$ cat src/rtl/vga_scanout.sv
// ---------------------------------------------------------------------------
// vga_scanout
//   Generates VGA timing from a single pixel clock and scans a 256x256 RGB332
//   image window out of an external framebuffer with a registered read port.
//   Pixels outside the window but inside the visible area use border_color.
//   Pipeline: stage 1 registers the read address and timing flags, stage 2
//   waits for the framebuffer read data, stage 3 registers every video output,
//   so syncs, blank_n and colour for counter position (h,v) appear together
//   three clocks after the counters hold (h,v).
//
// Ports
//   clock         in   1   pixel clock, the only clock
//   reset_n       in   1   asynchronous active-low reset
//   border_color  in   8   RGB332 colour for visible pixels outside the window
//   fb_rdata      in   8   RGB332 framebuffer data, valid one clock after addr
//   fb_read_addr  out 16   framebuffer read address {row[7:0], col[7:0]}
//   vga_r/g/b     out  8   expanded pixel colour (0 outside visible area)
//   vga_hsync     out  1   active-low horizontal sync
//   vga_vsync     out  1   active-low vertical sync
//   vga_blank_n   out  1   high during visible pixels
//   vblank        out  1   high while v_cnt >= V_ACTIVE (not pipeline aligned)
// ---------------------------------------------------------------------------
module vga_scanout #(
  parameter int unsigned H_ACTIVE = 640,
  parameter int unsigned H_FP     = 16,
  parameter int unsigned H_SYNC   = 96,
  parameter int unsigned H_BP     = 48,
  parameter int unsigned V_ACTIVE = 480,
  parameter int unsigned V_FP     = 10,
  parameter int unsigned V_SYNC   = 2,
  parameter int unsigned V_BP     = 33,
  parameter int unsigned X_OFFSET = 192,
  parameter int unsigned Y_OFFSET = 112
) (
  input  logic        clock,
  input  logic        reset_n,
  input  logic [7:0]  border_color,
  input  logic [7:0]  fb_rdata,
  output logic [15:0] fb_read_addr,
  output logic [7:0]  vga_r,
  output logic [7:0]  vga_g,
  output logic [7:0]  vga_b,
  output logic        vga_hsync,
  output logic        vga_vsync,
  output logic        vga_blank_n,
  output logic        vblank
);

  localparam int unsigned H_TOTAL  = H_ACTIVE + H_FP + H_SYNC + H_BP;
  localparam int unsigned V_TOTAL  = V_ACTIVE + V_FP + V_SYNC + V_BP;
  localparam int unsigned HW       = $clog2(H_TOTAL);
  localparam int unsigned VW       = $clog2(V_TOTAL);
  localparam int unsigned HS_START = H_ACTIVE + H_FP;
  localparam int unsigned HS_END   = HS_START + H_SYNC;
  localparam int unsigned VS_START = V_ACTIVE + V_FP;
  localparam int unsigned VS_END   = VS_START + V_SYNC;
  localparam int unsigned WIN_SIZE = 256;

  // Timing flags carried down the pipeline; hs/vs are "sync asserted" (active high).
  typedef struct packed {
    logic vis;
    logic win;
    logic hs;
    logic vs;
  } stage_t;

  localparam stage_t STAGE_IDLE = '0;

  // RGB332 channel expansion by bit replication.
  function automatic logic [7:0] expand3(input logic [2:0] c);
    return {c, c, c[2:1]};
  endfunction

  function automatic logic [7:0] expand2(input logic [1:0] c);
    return {c, c, c, c};
  endfunction

  logic [HW-1:0] r_h_cnt;
  logic [VW-1:0] r_v_cnt;
  logic [HW-1:0] w_h_next;
  logic [VW-1:0] w_v_next;
  logic          w_h_wrap;
  logic          w_v_wrap;
  logic [31:0]   w_h32;
  logic [31:0]   w_v32;
  stage_t        w_cur;
  logic [15:0]   w_addr;
  logic [7:0]    w_pix;

  stage_t        r_s1;
  stage_t        r_s2;
  logic [15:0]   r_fb_addr;
  logic [7:0]    r_r;
  logic [7:0]    r_g;
  logic [7:0]    r_b;
  logic          r_hsync;
  logic          r_vsync;
  logic          r_blank_n;
  logic          r_vblank;

  // Next counter values: h wraps every line, v advances on h wrap.
  always_comb begin
    w_h_wrap = (32'(r_h_cnt) == H_TOTAL - 1);
    w_v_wrap = (32'(r_v_cnt) == V_TOTAL - 1);
    w_h_next = w_h_wrap ? '0 : r_h_cnt + HW'(1);
    w_v_next = r_v_cnt;
    if (w_h_wrap) begin
      w_v_next = w_v_wrap ? '0 : r_v_cnt + VW'(1);
    end
  end

  // Decode of the current counter position (stage 0).
  always_comb begin
    w_h32     = 32'(r_h_cnt);
    w_v32     = 32'(r_v_cnt);
    w_cur     = STAGE_IDLE;
    w_cur.vis = (w_h32 < H_ACTIVE) && (w_v32 < V_ACTIVE);
    w_cur.win = w_cur.vis &&
                (w_h32 >= X_OFFSET) && (w_h32 < X_OFFSET + WIN_SIZE) &&
                (w_v32 >= Y_OFFSET) && (w_v32 < Y_OFFSET + WIN_SIZE);
    w_cur.hs  = (w_h32 >= HS_START) && (w_h32 < HS_END);
    w_cur.vs  = (w_v32 >= VS_START) && (w_v32 < VS_END);
    // Offsets are only subtracted inside the window, so truncation is safe there.
    w_addr    = w_cur.win ? {8'(w_v32 - Y_OFFSET), 8'(w_h32 - X_OFFSET)} : 16'h0000;
  end

  // Raster counters; vblank tracks the counter itself, not the pipeline.
  always_ff @(posedge clock or negedge reset_n) begin
    if (!reset_n) begin
      r_h_cnt  <= '0;
      r_v_cnt  <= '0;
      r_vblank <= 1'b0;
    end else begin
      r_h_cnt  <= w_h_next;
      r_v_cnt  <= w_v_next;
      r_vblank <= (32'(w_v_next) >= V_ACTIVE);
    end
  end

  // Stages 1 and 2: address issue and wait for framebuffer read data.
  always_ff @(posedge clock or negedge reset_n) begin
    if (!reset_n) begin
      r_s1      <= STAGE_IDLE;
      r_s2      <= STAGE_IDLE;
      r_fb_addr <= 16'h0000;
    end else begin
      r_s1      <= w_cur;
      r_s2      <= r_s1;
      r_fb_addr <= w_addr;
    end
  end

  // Colour source for stage 3: framebuffer inside the window, border elsewhere.
  always_comb begin
    w_pix = r_s2.win ? fb_rdata : border_color;
  end

  // Stage 3: every video output registered together.
  always_ff @(posedge clock or negedge reset_n) begin
    if (!reset_n) begin
      r_r       <= 8'h00;
      r_g       <= 8'h00;
      r_b       <= 8'h00;
      r_hsync   <= 1'b1;
      r_vsync   <= 1'b1;
      r_blank_n <= 1'b0;
    end else begin
      r_hsync   <= ~r_s2.hs;
      r_vsync   <= ~r_s2.vs;
      r_blank_n <= r_s2.vis;
      if (r_s2.vis) begin
        r_r <= expand3(w_pix[7:5]);
        r_g <= expand3(w_pix[4:2]);
        r_b <= expand2(w_pix[1:0]);
      end else begin
        r_r <= 8'h00;
        r_g <= 8'h00;
        r_b <= 8'h00;
      end
    end
  end

  assign fb_read_addr = r_fb_addr;
  assign vga_r        = r_r;
  assign vga_g        = r_g;
  assign vga_b        = r_b;
  assign vga_hsync    = r_hsync;
  assign vga_vsync    = r_vsync;
  assign vga_blank_n  = r_blank_n;
  assign vblank       = r_vblank;

endmodule
$ cat config.mk
export PLATFORM = sky130hd
export DESIGN_NAME = vga_scanout
export DESIGN_NICKNAME = d
export VERILOG_FILES = /design/src/rtl/vga_scanout.sv
export SDC_FILE = /design/constraint.sdc
export NUM_CORES = 1
export LEC_CHECK = 0
export CELL_PAD_IN_SITES_DETAIL_PLACEMENT = 1
export CELL_PAD_IN_SITES_GLOBAL_PLACEMENT = 1
export CORE_ASPECT_RATIO = 1.2
export CORE_UTILIZATION = 38
export CTS_CLUSTER_SIZE = 14
export DETAILED_ROUTE_END_ITERATION = 8
export PLACE_DENSITY = 0.77
export SLEW_MARGIN = 40
export SYNTH_ARGS = -nofsm -noshare
export SYNTH_HDL_FRONTEND = slang
export SYNTH_SLANG_ARGS = --single-unit
$ cat constraint.sdc
create_clock -name clock -period 2.34 [get_ports clock]
set_clock_uncertainty 0.15 [all_clocks]
set_input_delay 0.585 -clock clock [delete_from_list [all_inputs] [get_ports clock]]
set_output_delay 0.585 -clock clock [all_outputs]
set_load 0.005 [all_outputs]
After elaboration in Yosys (flattened, before gate mapping). Index checks and enable logic that the tools add are counted.

Bits in registers: 72. Latch bits: 0. Memory bits (writable): 0. Bits in read-only memories: 0. Bits of input ports: 18. Memories: 0.

Add/subtract/negate cells: 4. Multiply operators: 0. Divide/modulo/power cells: 0. Order comparisons: 11. Equal/unequal tests: 2. Shifts and indexed selects: 0. Mux-type cells: 8. Bitwise gates (word level): 2. Reduce and logical (&&, ||, !) cells: 7.

Operators with widths (number): less-than comparator 10 x 9 -> 1 bit (second input constant) (4); 2-to-1 mux 8 bit (4); 2-to-1 mux 10 bit (3); adder 10 x 1 -> 10 bit (second input constant) (2); == test 10 bit (second input constant) (2); greater-or-equal comparator 10 x 9 -> 1 bit (second input constant) (2); less-than comparator 10 bit (second input constant) (2); 2-to-1 mux 16 bit (1); greater-or-equal comparator 10 bit (second input constant) (1); greater-or-equal comparator 10 x 7 -> 1 bit (second input constant) (1); greater-or-equal comparator 10 x 8 -> 1 bit (second input constant) (1); subtractor 8 x 7 -> 8 bit (second input constant) (1); subtractor 8 bit (second input constant) (1); logical AND 1 bit (7); NOT 1 bit (2).

Longest topological paths before layout.
Word-level depth: 7. Mapped depth: 8.

Least setup slack after synthesis. Ideal clock, no wire load.

Path kind: register to register. From: register r_h_cnt[6]. To: register r_v_cnt[9]. Setup time: 0.122 ns. Data arrival time: 1.681 ns. Path slack: 0.387 ns. Stages on the path, launching flop included: 8. Path buffers: 0. Cells stage by stage: dfrtp_1 inv_1 ha_1 nand4_2 or3_4 nor4_4 xnor2_1 nor2_1.

Longest elaborated chain between the ends: 2.

Ends and longest elaborated chain: from (decl) (line 78) `logic [HW-1:0] r_h_cnt;`; from (signal assigned) (line 134) `r_h_cnt <= w_h_next;`; == test 10 bit (line 103) `w_h_wrap = (32'(r_h_cnt) == H_TOTAL - 1);`; 2-to-1 mux 10 bit (line 107) `if (w_h_wrap) begin`; net w_v_next[9] (line 81) `logic [VW-1:0] w_v_next;`; to (signal assigned) (line 135) `r_v_cnt <= w_v_next;`; to (decl) (line 79) `logic [VW-1:0] r_v_cnt;`.

The timed path passes the listed nets, and every way through them passes these cells.

Worst setup path in the final report.
From: register r_h_cnt[6]. To: register r_vblank, in the netlist vblank.

Longest elaborated chain between the ends: 3.

Ends and longest elaborated chain: == test 10 bit (line 103); 2-to-1 mux 10 bit (line 107); greater-or-equal comparator 10 x 9 -> 1 bit (line 136) `r_vblank <= (32'(w_v_next) >= V_ACTIVE);`; to (signal assigned) (line 136); to (decl) (line 99) `logic r_vblank;`.

No other way between the ends.

==> flow_metrics.env <==
export IMPL_status="finished, final reports clean"
export IMPL_final_instance_count_excl_fill=363
export IMPL_gr_max_usage_layer="met2"
export IMPL_fp_dieW_um=76.49
export IMPL_setup_tns_ns=0
export IMPL_area_growth_pct=29.77
export IMPL_grt_pass1_wl_um=8914
export IMPL_cts_htree_levels=2
export IMPL_rows=32
export IMPL_critPathCaptureType="flop"
export IMPL_antenna_found_initial=0
export IMPL_start_kind="flop"
export IMPL_tritoncts="built"
export IMPL_grt_start_max_net_pins=57
export IMPL_power_leakage_nw=1.407
export IMPL_post_cts_buffers=0
export IMPL_yosysWarnings=0
export IMPL_grt_use_met1_pct=19.47
export IMPL_hp_class="in -> async"
export IMPL_viasPerCell=4.818
export IMPL_wire_per_inst_um=14.47
export IMPL_drv_cap=0
export IMPL_met2_usage_pct=28.68
export IMPL_syn_area_um2=2530
export IMPL_detail_route_antenna_nets=0
export IMPL_core_area_um2=6446
export IMPL_drive_above_1_share_pct=10.43
export IMPL_finalSetupViolations=0
export IMPL_grt_pass1_vias=1810
export IMPL_required_ns=2.41
export IMPL_arrival_ns=2.21
export IMPL_seq_area_frac_synth_pct=55.49
export IMPL_critical_path_class="reg -> reg"
export IMPL_dieArea_um2=6989
export IMPL_drtPass1Iterations=3
export IMPL_finalHoldViolations=0
export IMPL_chipHeight_um=91.38
export IMPL_mostFrequentLayoutCell="clkdlybuf4s50_1"
export IMPL_numCtsBuffers=5
export IMPL_power_density_nw_per_um2=490.1
export IMPL_wl_um=5251
export IMPL_fin_crit_sh_pct=91.66
export IMPL_fin_nets=305
export IMPL_max_slew_margin_pct=67.20
export IMPL_grt_util_all_layers_pct=16.40
export IMPL_rsz0062_at_grt="false"
export IMPL_syn_nets=253
export IMPL_drt_iter0_drc=113
export IMPL_drc_errors=0
export IMPL_overflow=0
export IMPL_fmax_mhz=466.3
export IMPL_ctsRootBufferMaster="clkbuf_8"
export IMPL_use_met3_pct=3.819
export IMPL_placedCellCount=355
export IMPL_netlist_instances=225
export IMPL_slew_violations=0
export IMPL_cp_max_fo=6
export IMPL_clock_latency_ns=0.31
export IMPL_final_cell_mix="clkdlybuf4s50_1 (60), dfrtp_1 (54), and2_1 (18)"
export IMPL_fillers=705
export IMPL_hpwl_um=3905
export IMPL_numPortBuffers=61
export IMPL_synth_seq_cells=56
export IMPL_syn_avg_cell_area_um2=11.24
export IMPL_synth_cell_types=34
export IMPL_worst_pin_slew_ns=0.4875
export IMPL_cts_buffer_depth=2
export IMPL_num_antenna_cells=0
export IMPL_multiInputGateArea_um2=954.7
export IMPL_ios=62
export IMPL_cts_sinks=56
export IMPL_fin_crit_ns=2.145
export IMPL_start_util_pct=39.25
export IMPL_gp_congestion=0.8093
export IMPL_ir_drop_v=0.0002175
export IMPL_register_area_um2=1404
export IMPL_path_clk_slew_ns=0.10
export IMPL_vias=1749
## cell families after synthesis
logic type | count (synthesis) | synth area share [%]
and+or+nand+nor | 78 | 18.10
DFF | 56 | 55.49
buffers and inverters | 37 | 8.012
AOI/OAI and AO/OA | 19 | 4.302
xor gates and xnor gates | 16 | 5.539
adders and majority gates | 10 | 4.946
muxes | 9 | 3.610
## final timing paths
check | startpoint | to | slack (ns) | cells after the start
worst min register to register | r_s1[2] | r_s2[2] | 0.21 | 0
worst min-delay path | reset_n | r_s2[0] | 0.09 | 2
worst max register to register | r_h_cnt[6] | vblank | 0.20 | 8
worst max-delay path | r_h_cnt[6] | vblank | 0.20 | 8
min in group clock | r_s1[2] | r_s2[2] | 0.21 | 0
max in group asynchronous | reset_n | vga_hsync | 1.64 | 2
## critical path, cell delays in order (launching register included)
cell      delay (ns)
dfrtp_1         0.42
inv_1           0.14
ha_1            0.21
nand4_4         0.15
or2_1           0.29
nor3_2          0.22
o21bai_1        0.14
a31oi_1         0.11
a211oi_2        0.23
## through the flow
stage | worst slack, ns | hold WS [ns] | utilization [%] | area (µm²) | power [W]
floorplan | 0.3874 | 0.1394 | - | 2530 | 0.001028
global placement | 0.2814 | 0.1832 | 49.03 | 3161 | 0.001100
detailed placement | 0.1521 | 0.1863 | 49.03 | 3161 | 0.001103
CTS | 0.05642 | 0.1136 | 50.45 | 3252 | 0.001641
global route | 0.04198 | 0.1199 | 50.93 | 3283 | 0.001684
finish | 0.1952 | 0.09217 | 50.93 | 3283 | 0.001609
## final cells by class
type | count | area share, %
sequential | 56 | 42.76
clock inverter | 3 | 0.6860
timing repair buffer | 69 | 20.66
inverter | 13 | 1.486
clock buffer | 5 | 2.096
tap | 85 | 3.239
multi-input combinational | 132 | 29.08
## cells in the mapped netlist, drive strengths merged
master	n	area (µm²)
or3	1	11.26
nand4	4	31.28
nand3	7	35.03
nand4b	1	8.760
nor3	3	15.01
inv	13	48.80
xnor2	8	70.07
a31oi	3	18.77
o21bai	1	7.510
a21oi	3	15.01
nor4	6	52.55
o31ai	2	15.01
o21ai	9	45.04
or2	1	6.260
nand3b	1	7.510
mux2	1	11.26
nor4b	1	15.01
a211oi	1	7.510
buf	19	135.1
mux2i	8	80.08
dfstp	2	52.55
or4b	1	10.01
nand2	10	37.54
nor2	14	52.55
xor2	8	70.07
dfrtp	54	1351
nor2b	9	56.30
nand2b	1	6.260
clkbuf	5	18.77
ha	10	125.1
and2	18	112.6
## flip-flops by register name, summed over array words and instances, names as in the netlist
register      cells
vga_g             3
fb_read_addr     16
vga_r             3
vblank            1
vga_vsync         1
vga_hsync         1
vga_b             2
r_s1              4
vga_blank_n       1
r_s2              4
r_v_cnt          10
r_h_cnt          10
## metal layers
layer  vias up  share of wire [%]
li1        820                  -
met1       863                 42
met2        59                 52
met3         7                4.6
met4         0                1.4
met5         -                  0
## repair_timing
item                                    in CTS  in global routing
resized for setup                            0                  5
endpoints found under the setup margin       0                  2
hold buffers                                 0                  0
## report_power, final
part,switching (W),internal [W]
Clock,0.000313,0.000215
Combinational,0.0000355,0.0000659
Sequential,0.00000506,0.000974
No activity file was read; power rests on OpenSTA's default activity.
